`src/rtl/spdif_frame_scheduler.sv`:
```
// ---------------------------------------------------------------------------
// spdif_frame_scheduler
//
// Purpose:
//   Pulls 24-bit audio samples from a byte FIFO (3 bytes per sample,
//   little-endian) and hands one 20-bit sample (s[23:4]) to the frame
//   assembler per subframe request. Samples alternate L/R starting with L
//   after reset. Each request also selects the preamble (B/M/W), the
//   channel-status bit and the frame index within the status block. A
//   request that finds no complete sample produces a silent, invalid
//   subframe. While play is high, such a subframe is also counted as an
//   underrun.
//
// Parameters:
//   BLOCK_FRAMES  frames per channel-status block (2..256)
//   CHSTAT_WORD   channel-status bits 0..31, LSB first
//
// Optional feature:
//   `define SPDIF_CHSTAT_EN  drives cs_bit from CHSTAT_WORD (frames 0..31).
//   When the macro is undefined, cs_bit is tied to 0.
//
// Ports:
//   clk           in   subframe-domain clock
//   rst_n         in   asynchronous active-low reset
//   play          in   1 = consume samples from the FIFO
//   fifo_empty    in   byte FIFO empty flag
//   fifo_dout     in   FIFO read data, valid the cycle after fifo_rd_en
//   fifo_rd_en    out  one-cycle FIFO pop strobe
//   frame_ready   in   one-cycle request for the next subframe
//   din           out  20-bit subframe sample
//   vin           out  validity (1 = din is real audio)
//   pre_sel       out  preamble: 00 = B, 01 = M, 10 = W
//   cs_bit        out  channel-status bit of the current subframe
//   frame_idx     out  frame number within the block
//   underrun_cnt  out  saturating count of underrun subframes
// ---------------------------------------------------------------------------
module spdif_frame_scheduler #(
    parameter int          BLOCK_FRAMES = 192,
    parameter logic [31:0] CHSTAT_WORD  = 32'h0200_0004
) (
    input  logic        clk,
    input  logic        rst_n,
    input  logic        play,
    input  logic        fifo_empty,
    input  logic [7:0]  fifo_dout,
    output logic        fifo_rd_en,
    input  logic        frame_ready,
    output logic [19:0] din,
    output logic        vin,
    output logic [1:0]  pre_sel,
    output logic        cs_bit,
    output logic [7:0]  frame_idx,
    output logic [7:0]  underrun_cnt
);

    localparam logic [1:0] ST_IDLE    = 2'd0;
    localparam logic [1:0] ST_FETCH   = 2'd1;
    localparam logic [1:0] ST_CAPTURE = 2'd2;
    localparam logic [1:0] ST_STAGED  = 2'd3;

    localparam logic [1:0] PRE_B = 2'b00;
    localparam logic [1:0] PRE_M = 2'b01;
    localparam logic [1:0] PRE_W = 2'b10;

    localparam logic [7:0] LAST_FRAME = 8'(BLOCK_FRAMES - 1);

    function automatic logic [7:0] sat_inc8(input logic [7:0] v);
        return (v == 8'hFF) ? v : v + 8'd1;
    endfunction

    function automatic logic [7:0] wrap_frame(input logic [7:0] v);
        return (v == LAST_FRAME) ? 8'd0 : v + 8'd1;
    endfunction

    logic [1:0]  state_q, state_d;
    logic [1:0]  byte_cnt_q, byte_cnt_d;
    logic [23:0] sample_q, sample_d;
    logic        chan_q, chan_d;          // 0 = next subframe is left
    logic [7:0]  next_frame_q, next_frame_d;
    logic [19:0] din_q, din_d;
    logic        vin_q, vin_d;
    logic [1:0]  pre_q, pre_d;
    logic [7:0]  frame_idx_q, frame_idx_d;
    logic [7:0]  und_q, und_d;

    always_comb begin
        state_d      = state_q;
        byte_cnt_d   = byte_cnt_q;
        sample_d     = sample_q;
        chan_d       = chan_q;
        next_frame_d = next_frame_q;
        din_d        = din_q;
        vin_d        = vin_q;
        pre_d        = pre_q;
        frame_idx_d  = frame_idx_q;
        und_d        = und_q;
        fifo_rd_en   = 1'b0;

        // Fetch side: one byte every two cycles (pop, then capture).
        case (state_q)
            ST_IDLE: begin
                if (play) state_d = ST_FETCH;
            end
            ST_FETCH: begin
                // A pending capture always sits in CAPTURE, so being in
                // FETCH already means no pop is outstanding.
                if (play && !fifo_empty) begin
                    fifo_rd_en = 1'b1;
                    state_d    = ST_CAPTURE;
                end
            end
            ST_CAPTURE: begin
                case (byte_cnt_q)
                    2'd0:    sample_d[7:0]   = fifo_dout;
                    2'd1:    sample_d[15:8]  = fifo_dout;
                    default: sample_d[23:16] = fifo_dout;
                endcase
                if (byte_cnt_q == 2'd2) begin
                    byte_cnt_d = 2'd0;
                    state_d    = ST_STAGED;
                end else begin
                    byte_cnt_d = byte_cnt_q + 2'd1;
                    state_d    = ST_FETCH;
                end
            end
            default: begin
                if (frame_ready) state_d = ST_FETCH;
            end
        endcase

        // Subframe side: every request consumes one L/R slot, even when it
        // has to emit silence, so channel order never slips.
        if (frame_ready) begin
            if (state_q == ST_STAGED) begin
                din_d = sample_q[23:4];
                vin_d = 1'b1;
            end else begin
                din_d = 20'd0;
                vin_d = 1'b0;
                if (play) und_d = sat_inc8(und_q);
            end
            chan_d = ~chan_q;
            if (!chan_q) begin
                frame_idx_d = next_frame_q;
                pre_d       = (next_frame_q == 8'd0) ? PRE_B : PRE_M;
            end else begin
                pre_d        = PRE_W;
                next_frame_d = wrap_frame(next_frame_q);
            end
        end
    end

    always_ff @(posedge clk or negedge rst_n) begin
        if (!rst_n) begin
            state_q      <= ST_IDLE;
            byte_cnt_q   <= 2'd0;
            chan_q       <= 1'b0;
            next_frame_q <= 8'd0;
            din_q        <= 20'd0;
            vin_q        <= 1'b0;
            pre_q        <= PRE_B;
            frame_idx_q  <= 8'd0;
            und_q        <= 8'd0;
        end else begin
            state_q      <= state_d;
            byte_cnt_q   <= byte_cnt_d;
            chan_q       <= chan_d;
            next_frame_q <= next_frame_d;
            din_q        <= din_d;
            vin_q        <= vin_d;
            pre_q        <= pre_d;
            frame_idx_q  <= frame_idx_d;
            und_q        <= und_d;
        end
    end

    // Sample assembly register: reset of state and byte counter is enough
    // to discard a partial or staged sample.
    always_ff @(posedge clk) begin
        sample_q <= sample_d;
    end

`ifdef SPDIF_CHSTAT_EN
    function automatic logic chstat_bit(input logic [7:0] idx);
        return (idx < 8'd32) ? CHSTAT_WORD[idx[4:0]] : 1'b0;
    endfunction

    logic cs_q, cs_d;

    // The bit is chosen at the left subframe and held for the right one.
    always_comb begin
        cs_d = cs_q;
        if (frame_ready && !chan_q) cs_d = chstat_bit(next_frame_q);
    end

    always_ff @(posedge clk or negedge rst_n) begin
        if (!rst_n) cs_q <= 1'b0;
        else        cs_q <= cs_d;
    end

    assign cs_bit = cs_q;
`else
    // Status word is only referenced here so the parameter list stays
    // identical in both builds; this net drives nothing.
    logic unused_chstat;
    assign unused_chstat = ^CHSTAT_WORD;
    assign cs_bit        = 1'b0;
`endif

    assign din          = din_q;
    assign vin          = vin_q;
    assign pre_sel      = pre_q;
    assign frame_idx    = frame_idx_q;
    assign underrun_cnt = und_q;

endmodule

```
`config.mk`:
```
export PLATFORM = sky130hd
export DESIGN_NAME = spdif_frame_scheduler
export DESIGN_NICKNAME = d
export VERILOG_FILES = /design/src/rtl/spdif_frame_scheduler.sv
export SDC_FILE = /design/constraint.sdc
export NUM_CORES = 1
export LEC_CHECK = 0
export ABC_AREA = 0
export CAP_MARGIN = 15
export CORE_MARGIN = 5
export CORE_UTILIZATION = 52
export DETAILED_ROUTE_END_ITERATION = 10
export GPL_ROUTABILITY_DRIVEN = 0
export GPL_TIMING_DRIVEN = 0
export PLACE_DENSITY = 0.89
export SYNTH_ARGS = -nofsm -noshare
export SYNTH_HDL_FRONTEND = slang
export SYNTH_SLANG_ARGS = --single-unit
```
`constraint.sdc`:
```
create_clock -name clk -period 2.1 [get_ports clk]
set_input_delay 0.42 -clock clk [delete_from_list [all_inputs] [get_ports clk]]
set_output_delay 0.42 -clock clk [all_outputs]
set_load 0.03 [all_outputs]
```
==> results.py <==
metrics = {
    "die": {
        "core_area_um2": 5507,
        "ios": 54,
        "die_x_um": 85.41,
        "die_h_um": 85.41,
        "die_area_um2": 7294,
        "initial_core_util": 0.5369,
        "num_rows": 27,
    },
    "worst_setup_path": {
        "critPathKind": "flip-flop to primary output",
        "cp.buffers_inverters": 1,
        "path_max_fanout": 7,
        "r2r-start": "state_q[0]$_DFFE_PN0P_",
        "r2r_cells": 4,
        "max_stage_delay_ns": 0.72,
        "cpLargestDelayFamily": "buffers and inverters",
        "cp-start-kind": "flip-flop",
        "r2r_slack_ns": 0.24,
        "crit_chain": "clkdlybuf4s50_1",
        "crit_slowest_cell": "clkdlybuf4s50_1",
        "end_kind": "primary output",
        "worstPathArrival_ns": 1.52,
        "timing.rr.end": "sample_q[6]$_DFFE_PP_",
        "required_ns": 1.68,
    },
    "synth": {
        "synth-edff-count": 20,
        "synth_area_per_cell_um2": 11.83,
        "syn_area_um2": 2957,
        "synth_warnings": 0,
        "synth.distinct_cells": 38,
        "yosysSeqAreaShare": 0.6433,
        "ys_async_sr_fraction": 0.7222,
        "ys.flop_type": "dfrtp_1",
        "synth_seq_cells": 72,
        "syn_nets": 271,
        "syn_inst": 250,
    },
    "timing": {
        "finalSetupViolCount": 0,
        "fin_skew_ns": 0.009221,
        "fin_crit_sh": 0.9220,
        "slew_viol_final": 0,
        "fmax_mhz": 516.5,
        "tns_ns": 0,
        "worst_pin_slew_ns": 0.8304,
        "finalHoldViolCount": 0,
        "fin_crit_ns": 1.936,
        "relSlewSlack": 0.4422,
        "rsz0062_at_grt": "no",
    },
    "detailed_routing": {
        "wirelength_mm": 6.354,
        "drcViolationCount": 0,
        "drtAntennaViolNets": 0,
        "vias": 2093,
        "first_iter_violations": 79,
        "wire_per_inst_um": 16.25,
        "first_pass_iters": 4,
        "via_per_inst": 5.353,
    },
    "clocking": {
        "clk_latency_ns": 0.35,
        "htreeDepth": 3,
        "holdBufCountCts": 0,
        "cts_tree": "built",
        "clockBufferDepth": 2,
        "cts_num_sinks": 72,
        "cts_buffers": 9,
        "clock_tree.root_cell": "clkbuf_8",
        "clkTransAtPathRegs_ns": 0.07,
    },
    "global_routing": {
        "antenna_found_initial": 0,
        "grt_pass1_wl_mm": 10.49,
        "track_usage": 0.1888,
        "globalRouteOverflowTotal": 0,
        "grt_pass1_vias": 2194,
        "grt_max_degree": 33,
    },
    "cells_and_area": {
        "area_growth_syn_to_layout_pct": 27.89,
        "final_cell_mix": "52 x dfrtp_1, 50 x clkdlybuf4s50_1, 30 x inv_1",
        "num-nets-final": 335,
        "diodes": 0,
        "drive_gt1_frac": 0.1034,
        "final_common_cell": "dfrtp_1",
        "stdcell_area_um2": 3781,
    },
    "job": {
        "drv_cap": 0,
    },
    "min_path": {
        "hold_class": "input pin to asynchronous set/reset pin",
    },
    "pwr": {
        "power.density_nw_per_um2": 1277,
        "power.total_mw": 4.828,
        "vdd_ir_drop_max_uv": 770.9,
        "p_leak_nw": 1.565,
    },
    "placement": {
        "placed_area_um2": 3582,
        "dp.final_hpwl_mm": 4.291,
        "portBuffers": 52,
    },
    "status": {
        "status": "finished clean",
    },
}
-- where the power goes --
group          switching, mW  total (mW)  internal (mW)  leakage, nW
registers              0.285        2.06           1.77        0.850
logic                  0.934        1.62          0.684        0.612
clock network          0.491        1.15          0.660        0.102
-- state kept, by name (all words and copies together), names as in the netlist --
| signal | cells |
|---|---|
| din | 20 |
| sample_q | 20 |
| frame_idx | 8 |
| next_frame_q | 8 |
| underrun_cnt | 8 |
| byte_cnt_q | 2 |
| pre_sel | 2 |
| state_q | 2 |
| chan_q | 1 |
| vin | 1 |
-- synth_stat cells (2+ instances only) --
master,count,share of area
o21ai_0,27,0.046
mux2_2,11,0.042
edfxtp_1,20,0.20
buf_2,2,0.0034
nor2_1,11,0.014
mux2i_1,2,0.0068
inv_1,30,0.038
clkbuf_1,5,0.0063
xnor2_1,6,0.018
nor3_1,3,0.0051
ha_1,8,0.034
nand2_1,15,0.019
dfrtp_1,52,0.44
nand4_1,4,0.0085
a21oi_1,4,0.0068
xor2_1,2,0.0059
nand3_1,24,0.041
a21o_1,2,0.0051
nand2b_1,3,0.0063
-- final cells by class --
type                       count  area [µm²]
tap                           72       90.09
clock inverter                 5       72.57
buffer                        10       51.30
timing repair buffer          53       530.5
inverter                      30       112.6
sequential                    72        1902
multi-input combinational    138       890.9
clock buffer                  11       131.4
fill                         393        1725
-- how the worst max path moves through the flow --
stage | to | cells past startpoint | slack, ns | start
after floorplan | underrun_cnt[7]$_DFFE_PN0P_ | 5 | 0.46 | state_q[0]$_DFFE_PN0P_
after global placement | din[8]$_DFFE_PN0P_ | 1 | -0.88 | rst_n
after detailed placement | fifo_rd_en | 4 | -0.16 | play
after CTS | fifo_rd_en | 5 | 0.004 | state_q[1]$_DFFE_PN0P_
after global routing | fifo_rd_en | 5 | 0.08 | state_q[1]$_DFFE_PN0P_
final | underrun_cnt[2] | 1 | 0.16 | underrun_cnt[2]$_DFFE_PN0P_
-- repair_timing --
action,4_1_cts,5_1_grt
endpoints found under the setup margin,1,1
buffers inserted,0,0
gates resized for setup,1,2
-- layer usage --
| metal | up-vias | part of all wire | global-route usage |
|---|---|---|---|
| li1 | 975 | - | - |
| met1 | 1036 | 0.40 | 0.2092 |
| met2 | 68 | 0.53 | 0.3376 |
| met3 | 14 | 0.049 | 0.04466 |
| met4 | 0 | 0.021 | 0.09209 |
| met5 | - | 0 | 0 |
-- logic make-up (layout without fill, tap and decap cells) --
| family | count (synthesis) | count (layout) | share of synthesized area |
|---|---|---|---|
| AOI/OAI and AO/OA | 37 | 37 | 0.07025 |
| xor gates and xnor gates | 8 | 8 | 0.02370 |
| adders and majority gates | 8 | 8 | 0.03386 |
| buffers and inverters | 40 | 109 | 0.05544 |
| DFF | 72 | 72 | 0.6433 |
| muxes | 13 | 13 | 0.04867 |
| other | 1 | 1 | 0.001268 |
| and+or+nand+nor | 71 | 71 | 0.1236 |
-- per-stage QoR --
| step | utilization | hold slack [ns] | setup WS, ns | instances |
|---|---|---|---|---|
| 2_1_floorplan | - | 0.1244 | 0.4564 | 250 |
| 3_3_place_gp | 0.6478 | 0.4596 | -0.8812 | 374 |
| 3_5_place_dp | 0.6505 | 0.4001 | -0.1564 | 375 |
| 4_1_cts | 0.6873 | 0.03277 | 0.004311 | 391 |
| 5_1_grt | 0.6867 | 0.06090 | 0.07946 | 391 |
| 6_report | 0.6867 | 0.02437 | 0.1639 | 391 |
Note: power is estimated with default switching activity, not from simulation.
